## src/rtl/diode_bias_ctrl.sv

```systemverilog
// diode_bias_ctrl: ramps each diode's bias over SPI until filtered noise marks breakdown, then backs off
module diode_bias_ctrl #(
  parameter int NCH = 2,
  parameter int VW = 8,
  parameter int STEP = 1,
  parameter int BACKOFF = 4,
  parameter int DWELL = 16,
  parameter int FILT = 3,
  parameter int CLK_DIV = 2
) (
  input  logic           clk,
  input  logic           reset,
  input  logic           start,
  input  logic [NCH-1:0] noise_valid,
  output logic           spi_mosi,
  output logic           spi_clk,
  output logic           spi_ss,
  output logic           busy,
  output logic           done,
  output logic [NCH-1:0] ch_fail,
  output logic [VW-1:0]  debug_voltage,
  output logic [2:0]     debug_state
);
  localparam int FW = 4 + VW;
  localparam int BW = $clog2(FW + 1);
  localparam int DV = $clog2(CLK_DIV + 1);
  localparam int DW = $clog2(DWELL + 1);
  localparam int HW = $clog2(FILT + 1);
  typedef enum logic [2:0] {S_IDLE, S_LOAD, S_SEND, S_DWELL, S_BACKOFF, S_NEXT, S_DONE} state_t;
  state_t          state;
  logic [3:0]      ch;
  logic [VW-1:0]   code;
  logic [FW-1:0]   sh;
  logic [BW-1:0]   bcnt;
  logic [DV-1:0]   div;
  logic [DW-1:0]   dcnt;
  logic [HW-1:0]   hcnt;
  logic [NCH-1:0]  s1, s2;
  logic            ramp, hit;
  logic [VW:0]     sum;
  logic [VW-1:0]   back;
  assign hit = |(s2 & (NCH'(1) << ch));
  assign sum = {1'b0, code} + (VW+1)'(STEP);
  assign back = (code >= VW'(BACKOFF)) ? code - VW'(BACKOFF) : '0;
  assign debug_voltage = code;
  assign debug_state = state;
  always_ff @(posedge clk) begin
    if (reset) begin
      state <= S_IDLE;
      ch <= '0;
      code <= '0;
      sh <= '0;
      bcnt <= '0;
      div <= '0;
      dcnt <= '0;
      hcnt <= '0;
      s1 <= '0;
      s2 <= '0;
      ramp <= 1'b0;
      spi_ss <= 1'b1;
      spi_clk <= 1'b0;
      spi_mosi <= 1'b0;
      busy <= 1'b0;
      done <= 1'b0;
      ch_fail <= '0;
    end else begin
      s1 <= noise_valid;
      s2 <= s1;
      done <= 1'b0;
      case (state)
        S_IDLE: if (start) begin
          ch_fail <= '0;
          ch <= '0;
          code <= '0;
          busy <= 1'b1;
          ramp <= 1'b1;
          state <= S_LOAD;
        end
        S_LOAD: begin
          sh <= {ch, code};
          spi_mosi <= ch[3];
          spi_ss <= 1'b0;
          bcnt <= '0;
          div <= '0;
          state <= S_SEND;
        end
        S_SEND: if (bcnt == BW'(FW)) begin
          spi_ss <= 1'b1;
          spi_mosi <= 1'b0;
          dcnt <= '0;
          hcnt <= '0;
          state <= ramp ? S_DWELL : S_NEXT;
        end else if (div == DV'(CLK_DIV - 1)) begin
          div <= '0;
          spi_clk <= ~spi_clk;
          if (spi_clk) begin
            sh <= sh << 1;
            spi_mosi <= sh[FW-2];
            bcnt <= bcnt + 1'b1;
          end
        end else div <= div + 1'b1;
        S_DWELL: begin
          hcnt <= hit ? hcnt + 1'b1 : '0;
          dcnt <= dcnt + 1'b1;
          if (hit && hcnt == HW'(FILT - 1)) begin
            code <= back;
            ramp <= 1'b0;
            state <= S_BACKOFF;
          end else if (dcnt == DW'(DWELL - 1)) begin
            ramp <= ~sum[VW];
            code <= sum[VW] ? '0 : sum[VW-1:0];
            if (sum[VW]) ch_fail <= ch_fail | (NCH'(1) << ch);
            state <= S_LOAD;
          end
        end
        S_BACKOFF: state <= S_LOAD;
        S_NEXT: if (32'(ch) < NCH - 1) begin
          ch <= ch + 4'd1;
          code <= '0;
          ramp <= 1'b1;
          state <= S_LOAD;
        end else state <= S_DONE;
        S_DONE: begin
          done <= 1'b1;
          busy <= 1'b0;
          state <= S_IDLE;
        end
        default: state <= S_IDLE;
      endcase
    end
  end
endmodule

```

## config.mk

```make
export PLATFORM = sky130hd
export DESIGN_NAME = diode_bias_ctrl
export DESIGN_NICKNAME = d
export VERILOG_FILES = /design/src/rtl/diode_bias_ctrl.sv
export SDC_FILE = /design/constraint.sdc
export NUM_CORES = 1
export LEC_CHECK = 0
export ABC_AREA = 0
export CAP_MARGIN = 10
export CORE_MARGIN = 2
export CORE_UTILIZATION = 55
export CTS_BUF_LIST = sky130_fd_sc_hd__clkbuf_8
export CTS_CLUSTER_SIZE = 8
export DETAILED_ROUTE_END_ITERATION = 7
export DONT_BUFFER_PORTS = 1
export HOLD_SLACK_MARGIN = 0.1
export MAX_ROUTING_LAYER = met4
export PLACE_DENSITY = 0.8
export SLEW_MARGIN = 15
export SYNTH_ARGS = -nofsm -noshare
export SYNTH_HDL_FRONTEND = slang
export SYNTH_SLANG_ARGS = --single-unit
```

## constraint.sdc

```tcl
create_clock -name clk -period 5.3 [get_ports clk]
set_input_delay 0.53 -clock clk [delete_from_list [all_inputs] [get_ports clk]]
set_output_delay 0.53 -clock clk [all_outputs]
set_load 0.1 [all_outputs]
```

**Word level (Yosys, flattened, before mapping)**

Index checks and enable logic that the tools add are counted.

- Reduce and logical (&&, ||, !) cells: 20
- Multiply operators: 0
- Mux-type cells: 51
- Add/subtract/negate cells: 7
- Bitwise gates (word level): 5
- Eq/ne operators: 22
- Div/mod/pow operators: 0
- Shift operators: 1
- $lt $le $gt $ge: 2

Operator list:

| operator | number |
|---|---|
| 8-bit 2-to-1 mux | 6 |
| 11-bit 2-to-1 mux | 3 |
| 8-bit case mux with 3 select lines | 1 |
| 11-bit case mux with 2 select lines | 1 |
| 4-bit 2-to-1 mux | 5 |
| 3-bit 2-to-1 mux | 6 |
| 2-bit != test, second input constant | 9 |
| 3-bit case mux with 6 select lines | 1 |
| 2-bit 2-to-1 mux | 8 |
| 4-bit case mux with 2 select lines | 2 |
| 2-bit case mux with 2 select lines | 3 |
| 3-bit AND reduction | 4 |
| 5-bit case mux with 2 select lines | 1 |
| 2-bit nonzero test | 5 |
| 8-bit by 1-bit adder with 9-bit output, second input constant | 1 |
| 3-bit == test, second input constant | 3 |
| 1-bit 2-to-1 mux | 9 |
| 3-bit != test, second input constant | 3 |
| 4-bit by 1-bit adder with 4-bit output, second input constant | 2 |
| 8-bit by 3-bit greater-or-equal comparator with 1-bit output, second input constant | 1 |
| 2-bit AND reduction | 4 |
| 4-bit AND reduction | 2 |
| 8-bit by 3-bit subtractor with 8-bit output, second input constant | 1 |
| 3-bit by 2-bit == test with 1-bit output, second input constant | 2 |
| 20 further kinds | 25 |

- Memory bits (writable): 0
- ROM bits: 0
- Register bits after elaboration: 51
- Logic and storage cells: 125
- Latch bits: 0
- Output and inout bits: 18
- Input port bits: 5
- Memories kept: 0

**Logic depth before layout (Yosys ltp)**

Gate-level depths: netlist (run 1).

- Depth in word-level cells: 6
- Gate-level depth with buffers: 8
- Depth with buffers taken out: 7

**Worst setup path before layout (run 1)**

No wires, ideal clock.

- Path kind: reg-to-reg
- Start point: reg code[2] (netlist: debug_voltage[2])
- End point: reg code[5] (netlist: debug_voltage[5])
- Slack: 2.847 ns
- Setup time: 0.060 ns
- Buffers on the path: 1
- Arrival: 2.393 ns
- Cell stages (with the launch flop): 9
- Required time: 5.240 ns
- Clock period less this slack: 2.453 ns
- Cell sequence: dfxtp_1 -> clkbuf_1 -> inv_1 -> ha_1 -> or3b_1 -> nor3b_1 -> or2_2 -> o22ai_1 -> a22o_1

- Word-level cells in the longest chain between the ends: 5
- Elaborated cells on any way between the ends: 8
- Those cells by class: add/sub (2); order compare (1); mux (5)

RTL lines:

| what | RTL line | source |
|---|---|---|
| from (decl) | 32 | `logic [VW-1:0] code;` |
| from (signal assigned) | 106 | `code <= back;` |
| from (signal assigned) | 111 | `code <= sum[VW] ? '0 : sum[VW-1:0];` |
| 8-bit by 1-bit adder with 9-bit output | 43 | `assign sum = {1'b0, code} + (VW+1)'(STEP);` |
| 8-bit 2-to-1 mux | 111 |  |
| 8-bit 2-to-1 mux | 109 | `end else if (dcnt == DW'(DWELL - 1)) begin` |
| 8-bit 2-to-1 mux * | 105 | `if (hit && hcnt == HW'(FILT - 1)) begin` |
| 8-bit case mux with 3 select lines * | 70 | `case (state)` |

Every way passes the cells marked *; elsewhere a longest branch is shown, timed or not. The select of a mux whose other input is x is not followed.
A chain may end at the register's enable or synchronous reset.

**Final worst setup path (run 1)**

- Start point: reg state[1] (netlist: debug_state[1])
- End point: reg bcnt[2]

- Word-level cells in the longest chain between the ends: 3
- Elaborated cells on any way between the ends: 8
- Those cells by class: eq/ne (5); mux (1); reduce/logical (2)

RTL lines:

| what | RTL line | source |
|---|---|---|
| from (decl) | 30 | `state_t state;` |
| from (signal assigned) | 92 | `state <= ramp ? S_DWELL : S_NEXT;` |
| 3-bit by 2-bit == test with 1-bit output / 3-bit by 1-bit == test with 1-bit output (equally long branches) | 70 |  |
| 2-bit != test (no source line) / 2-bit nonzero test (equally long branches) | n/a |  |
| 4-bit AND reduction (no source line) | n/a |  |
| to (signal assigned) | 99 | `bcnt <= bcnt + 1'b1;` |
| to (decl) | 34 | `logic [BW-1:0] bcnt;` |

Several ways; a longest one is shown, not always the timed one.

==> impl_metrics.ini, run 1 <==
[layout]
antenna_cells = 0
area_growth_syn_to_layout_pct = 7.297
fin_cells = 370
multi_input_area_um2 = 1463
final_util_pct = 60.41
layout.nets = 332
fin_area_um2 = 2796
fill_cells = 406
register_area_um2 = 1021
drive_above_1_share_pct = 9.177

[worst_hold_path]
hold_path_class = in2reg

[route]
via_count = 2256
drc = 0
wl_per_cell_um = 15.35
wl_mm = 5.678
drt_iter0_markers = 204
antenna_left = 0
vias_per_cell = 6.097
first_pass_iters = 4

[status]
outcome = finished, final reports clean

[clocking]
clkSinkCount = 51
holdBufCountCts = 0
htreeDepth = 2
clockBufferDepth = 2
cts_tree = done
cts_buffers = 5
cts-root-buf = clkbuf_8
clk_latency_ns = 0.31
post_cts_buffers = 0
cts_resized = 0
clkTransAtPathRegs_ns = 0.10

[timing]
tns_ns = 0
period_share_pct = 50.27
max_slew.worst_pin.slew_ns = 1.165
maxSlewViolCount = 0
rsz0062_at_grt = no
setup_viol = 0
setup_slack_ns = 2.636
fmax_mhz = 375.3
finClkSkew_ns = 0.01255
hold_violations = 0
post-route-min-period_ns = 2.664
timing.slew.headroom_pct = 22.24

[synth]
syn-num-nets = 336
synth_top_area_share_pct = 39.17
ys_top_cells_by_area = dfxtp_1 39%, a21oi_1 7.3%, ha_1 5.8%, nor2_1 5.3%, nand2_1 4.5%
yosysSeqAreaShare_pct = 39.17
synth_top_cell_by_area = dfxtp_1
syn_area_per_cell_um2 = 8.170
synthFlopType = dfxtp_1
synth-seq-cells = 51
synthArstFlopShare_pct = 0
post_synth_num_cell_types = 54
synth_cells = 319
synth_edf_count = 0
synth_area_um2 = 2606
ys_warn_count = 0

[place]
port_buffers = 0
dpl-instance-area_um2 = 2660
routabilityCongestion = 0.8833
dp_slack_ns = 2.673
dp_cells = 362
dp_hpwl_mm = 3.829

[global_routing]
antenna_found_initial = 0
grt_first_pass_wirelength_mm = 9.390
grt_usage_pct = 23.28
grt_pass1_vias = 2029
grt_max_degree = 44
grt_overflow = 0

[worst_setup_path]
crit_fanout = 26
cp.required_ns = 5.50
critPathArrivalTime_ns = 2.86
start_kind = flip-flop
criticalPathCategory = reg2reg
cp-end-kind = flip-flop

[power]
power_density_nw_per_um2 = 448.8
irDropWorstVdd_uv = 284.0
p_leak_nw = 0.9917

[floorplan]
die_y_um = 72.84
initial_core_util_pct = 56.30
dieArea_um2 = 5305
core_area_um2 = 4629
pin_count = 23
fp-row-count = 25
die_width_um = 72.84

[flow_run]
drv_cap = 0
power by group:
group / total, mW / leakage (nW) / internal (mW) / switching (mW)
clock: 0.325 / 0.0644 / 0.188 / 0.136
combinational: 0.375 / 0.514 / 0.110 / 0.265
sequential: 0.555 / 0.413 / 0.416 / 0.139
total: 1.25 / 0.992 / 0.714 / 0.540
synthesized netlist by cell type, types with 5 or more instances:
cell / count
a21oi_1: 38
a22o_1: 7
clkbuf_1: 17
dfxtp_1: 51
ha_1: 12
inv_1: 13
nand2_1: 31
nand2b_1: 6
nand3_1: 8
nor2_1: 37
nor2b_1: 6
nor3_1: 11
o21ai_0: 5
o22ai_1: 6
xnor2_1: 9
final cells by class:
cell class	count	area share, %
multi-input combinational	236	52.30
sequential	51	36.51
inverter	13	1.745
clock buffer	5	2.461
clock inverter	3	2.416
timing repair buffer	8	2.148
tap	54	2.416
layer usage:
layer | up-vias | track usage, % | wire length [um]
li1 | 1107 | - | -
met2 | 80 | 36.16 | 2674
met1 | 1060 | 30.44 | 2550
met3 | 9 | 4.144 | 362
met5 | - | - | 0
met4 | 0 | 8.436 | 90
critical path, cell delays in order, from the launching register on:
cell	delay, ns
dfxtp_1	0.68
nor3b_2	0.77
a31oi_2	0.61
nor2b_1	0.29
xnor2_1	0.14
nor3_1	0.06
metrics by stage:
step,power [mW],hold slack [ns]
after detailed placement,0.9294,0.4299
final,1.255,0.2761
after CTS,1.253,0.2705
after global placement,0.9226,0.4156
after floorplan,0.8683,0.4138
after global routing,1.312,0.2748
placed cells by master (no fill, tap or decap), types with 3 or more instances in the layout:
master,n
nand2_1,31
nor3_1,11
a31oi_1,3
a21oi_1,38
or2_2,3
nand2b_1,6
nand3b_1,4
nor2_1,37
clkbuf_8,5
o22ai_1,6
buf_4,8
ha_1,12
mux2i_1,3
o21ai_0,5
dfxtp_1,51
xnor2_1,9
nand3_1,8
nor2b_1,6
a22oi_1,4
a22o_1,7
inv_1,13
state kept, by name, indices dropped and copies added, names as in the netlist:
signal,cells
ramp,1
debug_voltage,8
ch,4
s2,2
hcnt,2
dcnt,5
div,2
debug_state,3
done,1
spi_ss,1
bcnt,4
s1,2
spi_clk,1
sh,11
spi_mosi,1
ch_fail,2
busy,1
cells by family (layout without fill, tap and decap cells):
group / after synthesis / in the layout / synth area share (%)
simple gates: 129 / 129 / 25.25
xor+xnor: 11 / 11 / 3.697
flops: 51 / 51 / 39.17
mux: 4 / 4 / 1.584
fa+ha+maj: 12 / 12 / 5.761
compound gates: 80 / 80 / 19.83
buf+inv: 32 / 29 / 4.705
final timing paths:
| path | startpoint | end | slack, ns | depth (start not counted) |
|---|---|---|---|---|
| worst min-delay path | reset | ramp | 0.28 | 1 |
| worst max register to register | debug_state[1] | bcnt[2] | 2.64 | 5 |
| worst min register to register | s1[0] | s2[0] | 0.45 | 1 |
| worst max-delay path | debug_state[1] | bcnt[2] | 2.64 | 5 |
No activity file was read; power rests on OpenSTA's default activity.
==> inputs of run 2 (changes only) <==
--- a/config.mk
+++ b/config.mk
@@ -5,7 +5,7 @@
 export SDC_FILE = /design/constraint.sdc
 export NUM_CORES = 1
 export LEC_CHECK = 0
-export ABC_AREA = 0
+export ABC_AREA = 1
 export CAP_MARGIN = 10
 export CORE_MARGIN = 2
 export CORE_UTILIZATION = 55
==> constraint.sdc (replaced) <==
create_clock -name clk -period 2.66 [get_ports clk]
set_input_delay 0.266 -clock clk [delete_from_list [all_inputs] [get_ports clk]]
set_output_delay 0.266 -clock clk [all_outputs]
set_load 0.1 [all_outputs]
==> run 2 against run 1 <==
Compared with the run above: fmax increased by 35%; synthesized area increased by 5.4%; worst setup slack got worse by 1.9 ns; combinational power increased to 3.0 times the previous value; sequential cell count unchanged; core utilization increased by 3.3 points; routed wire length increased by 12%; clock skew about the same.
==> impl_metrics.ini, run 2 <==
[place]
routabilityCongestion = 0.9332
dp_slack_ns = 0.7417
port_buffers = 0
dp_hpwl_mm = 4.349

[clocking]
cts_resized = 0
cts_buffers = 5
cts_tree = done
clockBufferDepth = 2
post_cts_buffers = 0
holdBufCountCts = 3
htreeDepth = 2
clkSinkCount = 51
clkTransAtPathRegs_ns = 0.11
clk_latency_ns = 0.32
cts-root-buf = clkbuf_8

[timing]
setup_viol = 0
setup_slack_ns = 0.6858
post-route-min-period_ns = 1.974
finClkSkew_ns = 0.01279
tns_ns = 0
timing.slew.headroom_pct = 34.94
max_slew.worst_pin.slew_ns = 0.9745
hold_violations = 0
rsz0062_at_grt = no
fmax_mhz = 506.5
maxSlewViolCount = 0
period_share_pct = 74.22

[worst_setup_path]
cp-end-kind = flip-flop
crit_fanout = 7
start_kind = flip-flop
criticalPathCategory = reg2reg
cp.required_ns = 2.93
reg2reg_depth = 8
critPathArrivalTime_ns = 2.24
r2r_end = ch_fail[1]
rr_startpoint = debug_voltage[0]
r2r_setup_slack_ns = 0.69

[layout]
antenna_cells = 0
fill_cells = 430
largest_reg_flops = 11
layout.nets = 441
layout_common_cells = 86 x nand2_1, 80 x nor2_1, 51 x dfxtp_1
area_growth_syn_to_layout_pct = 10.20
register_area_um2 = 1021
final_common_cell = nand2_1
multi_input_area_um2 = 1484
regMostFlops = sh
drive_above_1_share_pct = 11.29
final_util_pct = 63.66

[synth]
synth_edf_count = 0
post_synth_num_cell_types = 34
syn-num-nets = 427
syn_area_per_cell_um2 = 6.698
synthFlopType = dfxtp_1
synth_top_cell_by_area = dfxtp_1
synth_top_area_share_pct = 37.18
synth_area_um2 = 2746
ys_top_cells_by_count = 86 x nand2_1, 80 x nor2_1, 51 x dfxtp_1
yosysMostFrequentCell = nand2_1
synth-seq-cells = 51
yosysSeqAreaShare_pct = 37.18
synth_cells = 410
ys_warn_count = 0
ys_top_cells_by_area = dfxtp_1 37%, nand2_1 12%, nor2_1 11%, ha_1 5.5%, o21ai_0 5.5%
synthArstFlopShare_pct = 0

[flow_run]
drv_cap = 0

[floorplan]
initial_core_util_pct = 57.76
die_y_um = 74.67
core_area_um2 = 4755
pin_count = 23
fp-row-count = 25
dieArea_um2 = 5575
die_width_um = 74.67

[worst_hold_path]
hold_path_class = in2reg
worstHoldStart = start
hold_path_end = busy
hold_path_depth = 2

[global_routing]
grt_max_degree = 26
grt_pass1_vias = 2287
antenna_found_initial = 0
grt_overflow = 0
grt_first_pass_wirelength_mm = 10.34
grt_usage_pct = 24.91

[route]
antenna_left = 0
first_pass_iters = 5
drc = 0
via_count = 2624
wl_per_cell_um = 12.90
vias_per_cell = 5.333
wl_mm = 6.345
drt_iter0_markers = 229

[power]
power_density_nw_per_um2 = 922.3
irDropWorstVdd_uv = 700.1
p_leak_nw = 1.340

[status]
outcome = finished, final reports clean
==> run 2: worst max-delay path, stage by stage, from the launching register on <==
cell and delay [ns]:
dfxtp_1 0.45, buf_4 0.34, ha_1 0.24, nand2_1 0.09, inv_1 0.08, nand2_1 0.19
o21ai_0 0.27, nand4_1 0.13, a21oi_1 0.12
==> run 2: per-layer routing <==
metal	GRT usage, %	routed length (um)	vias up
li1	-	-	1343
met5	-	0	-
met3	3.882	305	14
met1	32.33	2964	1188
met2	39.43	2965	79
met4	9.127	110	0
==> run 2: logic make-up (layout without fill, tap and decap cells) <==
| logic type | Yosys count | count (layout) | synth area share (%) |
|---|---|---|---|
| AOI/OAI and AO/OA | 64 | 64 | 12.71 |
| DFF | 51 | 51 | 37.18 |
| and+or+nand+nor | 219 | 219 | 34.58 |
| buffers and inverters | 60 | 75 | 8.792 |
| xor gates and xnor gates | 4 | 4 | 1.275 |
| adders and majority gates | 12 | 12 | 5.467 |
==> run 2: metrics by stage <==
step	cell area [um^2]	hold slack [ns]	instances	power, mW
after floorplan	2746	0.3445	410	2.004
after global placement	2882	0.3374	481	2.177
after detailed placement	2882	0.3392	481	2.206
after CTS	3027	0.1632	492	2.783
after global routing	3027	0.1887	492	2.950
final	3027	0.1637	492	2.792
==> run 2: where the power goes <==
| part | switching [mW] | total, mW | internal [mW] |
|---|---|---|---|
| clock network | 0.287 | 0.571 | 0.284 |
| logic | 0.819 | 1.11 | 0.295 |
| registers | 0.202 | 1.11 | 0.905 |
==> run 2: how the worst max path moves through the flow <==
stage / start / to
finish: debug_voltage[0] / ch_fail[1]
global route: debug_voltage[0] / ch_fail[1]
CTS: debug_voltage[0] / debug_voltage[5]
detailed placement: debug_voltage[0] / ch_fail[1]
global placement: debug_voltage[0] / ch_fail[0]
floorplan: debug_voltage[2] / debug_voltage[0]
==> run 2: cell type report <==
type                    count  share of cell area (%)
clock buffers               5                   2.274
well taps                  67                   2.770
repair buffers             17                   4.465
multi-input cells         299                   49.03
flip-flops and latches     51                   33.73
clock inverters             3                   1.530
inverters                  50                   6.201
==> inputs of run 3 (changes only) <==
--- a/config.mk
+++ b/config.mk
@@ -5,7 +5,7 @@
 export SDC_FILE = /design/constraint.sdc
 export NUM_CORES = 1
 export LEC_CHECK = 0
-export ABC_AREA = 1
+export ABC_AREA = 0
 export CAP_MARGIN = 10
 export CORE_MARGIN = 2
 export CORE_UTILIZATION = 55
==> constraint.sdc (replaced) <==
create_clock -name clk -period 2 [get_ports clk]
set_input_delay 0.2 -clock clk [delete_from_list [all_inputs] [get_ports clk]]
set_output_delay 0.2 -clock clk [all_outputs]
set_load 0.1 [all_outputs]
==> run 3 against run 2 <==
Compared with the run above: die area down 4.8%; power up 17%; cell count down 20%; hold slack worse by 0.041 ns; combinational power up 28%; fmax up 5.5%; register-to-register slack worse by 0.56 ns; largest cell class unchanged.
==> impl_metrics.ini, run 3 (synthesis results as in run 1) <==
[global_routing]
grt_first_pass_wirelength_mm = 9.439
antenna_found_initial = 0
grt_usage_pct = 23.22
grt_max_degree = 41
grt_pass1_vias = 2101
grt_overflow = 0

[power]
p_total_mw = 3.263
power_density_nw_per_um2 = 1085
p_leak_nw = 1.120
irDropWorstVdd_uv = 692.6

[timing]
setup_slack_ns = 0.1281
fmax_mhz = 534.2
max_slew.worst_pin.slew_ns = 0.4872
finClkSkew_ns = 0.009428
setup_viol = 0
tns_ns = 0
post-route-min-period_ns = 1.872
maxSlewViolCount = 0
hold_violations = 0
period_share_pct = 93.60
timing.slew.headroom_pct = 67.42
worst_hold_slack_ns = 0.1230

[layout]
fill_cells = 393
layout.nets = 357
fin_cells = 395
fin_area_um2 = 3008
register_area_um2 = 1046
antenna_cells = 0
layout_common_cells = 38 x a21oi_1, 37 x nor2_1, 37 x dfxtp_1
multi_input_area_um2 = 1478
final_common_cell = a21oi_1
largest_reg_flops = 11
drive_above_1_share_pct = 20.23
area_growth_syn_to_layout_pct = 15.41
regMostFlops = sh
final_util_pct = 64.97

[route]
wl_mm = 5.738
wl_per_cell_um = 14.53
first_pass_iters = 4
vias_per_cell = 5.833
drc = 0
drt_iter0_markers = 172
via_count = 2304
antenna_left = 0

[place]
dp_hpwl_mm = 4.131
dpl-instance-area_um2 = 2845
port_buffers = 0
routabilityCongestion = 0.9058
dp_slack_ns = 0.01290
dp_cells = 382

[floorplan]
initial_core_util_pct = 56.30
dieArea_um2 = 5305
die_y_um = 72.84
die_width_um = 72.84
core_area_um2 = 4629
fp-row-count = 25
pin_count = 23

[worst_setup_path]
rr_startpoint = ch[0]
criticalPathCategory = reg2reg
cp.required_ns = 2.24
crit_start = ch[0]
crit_fanout = 6
critPathArrivalTime_ns = 2.11
cp-end-kind = flip-flop
start_kind = flip-flop

[worst_hold_path]
hold_path_class = in2reg
worstHoldStart = reset

[clocking]
cts-root-buf = clkbuf_8
clk_latency_ns = 0.31
htreeDepth = 2
clkTransAtPathRegs_ns = 0.10
cts_buffers = 5
clkSinkCount = 51
cts_tree = done
clockBufferDepth = 2

[status]
outcome = finished, final reports clean

[flow_run]
drv_cap = 0
## run 3: changes by cell type in the layout (fill, tap and decap cells not counted), sizes merged, moves of 5 or more
cell    change
o21ai      -28
nand3      -21
a22o        +7
buf        +17
xnor2       +9
nand2b      +6
nand2      -59
inv        -34
a21oi      +17
nor2b       +6
nor3        +5
nor2       -46
## run 3: final cells by class
type / count / share of cell area [%]
Multi-Input combinational cell: 236 / 49.13
Sequential cell: 51 / 34.78
Timing Repair Buffer: 33 / 9.235
Clock buffer: 5 / 2.288
Tap cell: 54 / 2.246
Inverter: 13 / 1.622
Clock inverter: 3 / 0.7072
## run 3: layer usage
layer	up-vias	track usage (%)	wire length [um]
li1	1156	-	-
met1	1084	30.09	2587
met2	57	37.27	2824
met3	7	4.144	258
met4	0	6.790	68
met5	-	-	0
## run 3: repair_timing
action	in CTS	in global routing
hold buffers	3	0
endpoints found under the hold margin	42	0
gates resized for setup	0	7
endpoints found under the setup margin	0	8
buffers inserted	0	2
## run 3: where the power goes
group | switching [mW] | leakage [nW] | internal, mW
clock | 0.355 | 0.0494 | 0.253
sequential | 0.126 | 0.421 | 1.11
combinational | 0.984 | 0.650 | 0.437
## run 3: final timing paths
path / cells after the start / endpoint / slack (ns)
worst max-delay path: 7 / debug_voltage[0] / 0.13
worst min-delay path: 2 / debug_voltage[5] / 0.12
worst max register to register: 7 / debug_voltage[0] / 0.13
worst min register to register: 1 / s2[0] / 0.44
## run 3: critical path, stage by stage, from the launching register on
cell and delay (ns):
dfxtp_2 0.36, inv_1 0.08, ha_1 0.17, and4bb_2 0.24
and3b_2 0.22, o32ai_2 0.11, or4_1 0.48, a21oi_1 0.14
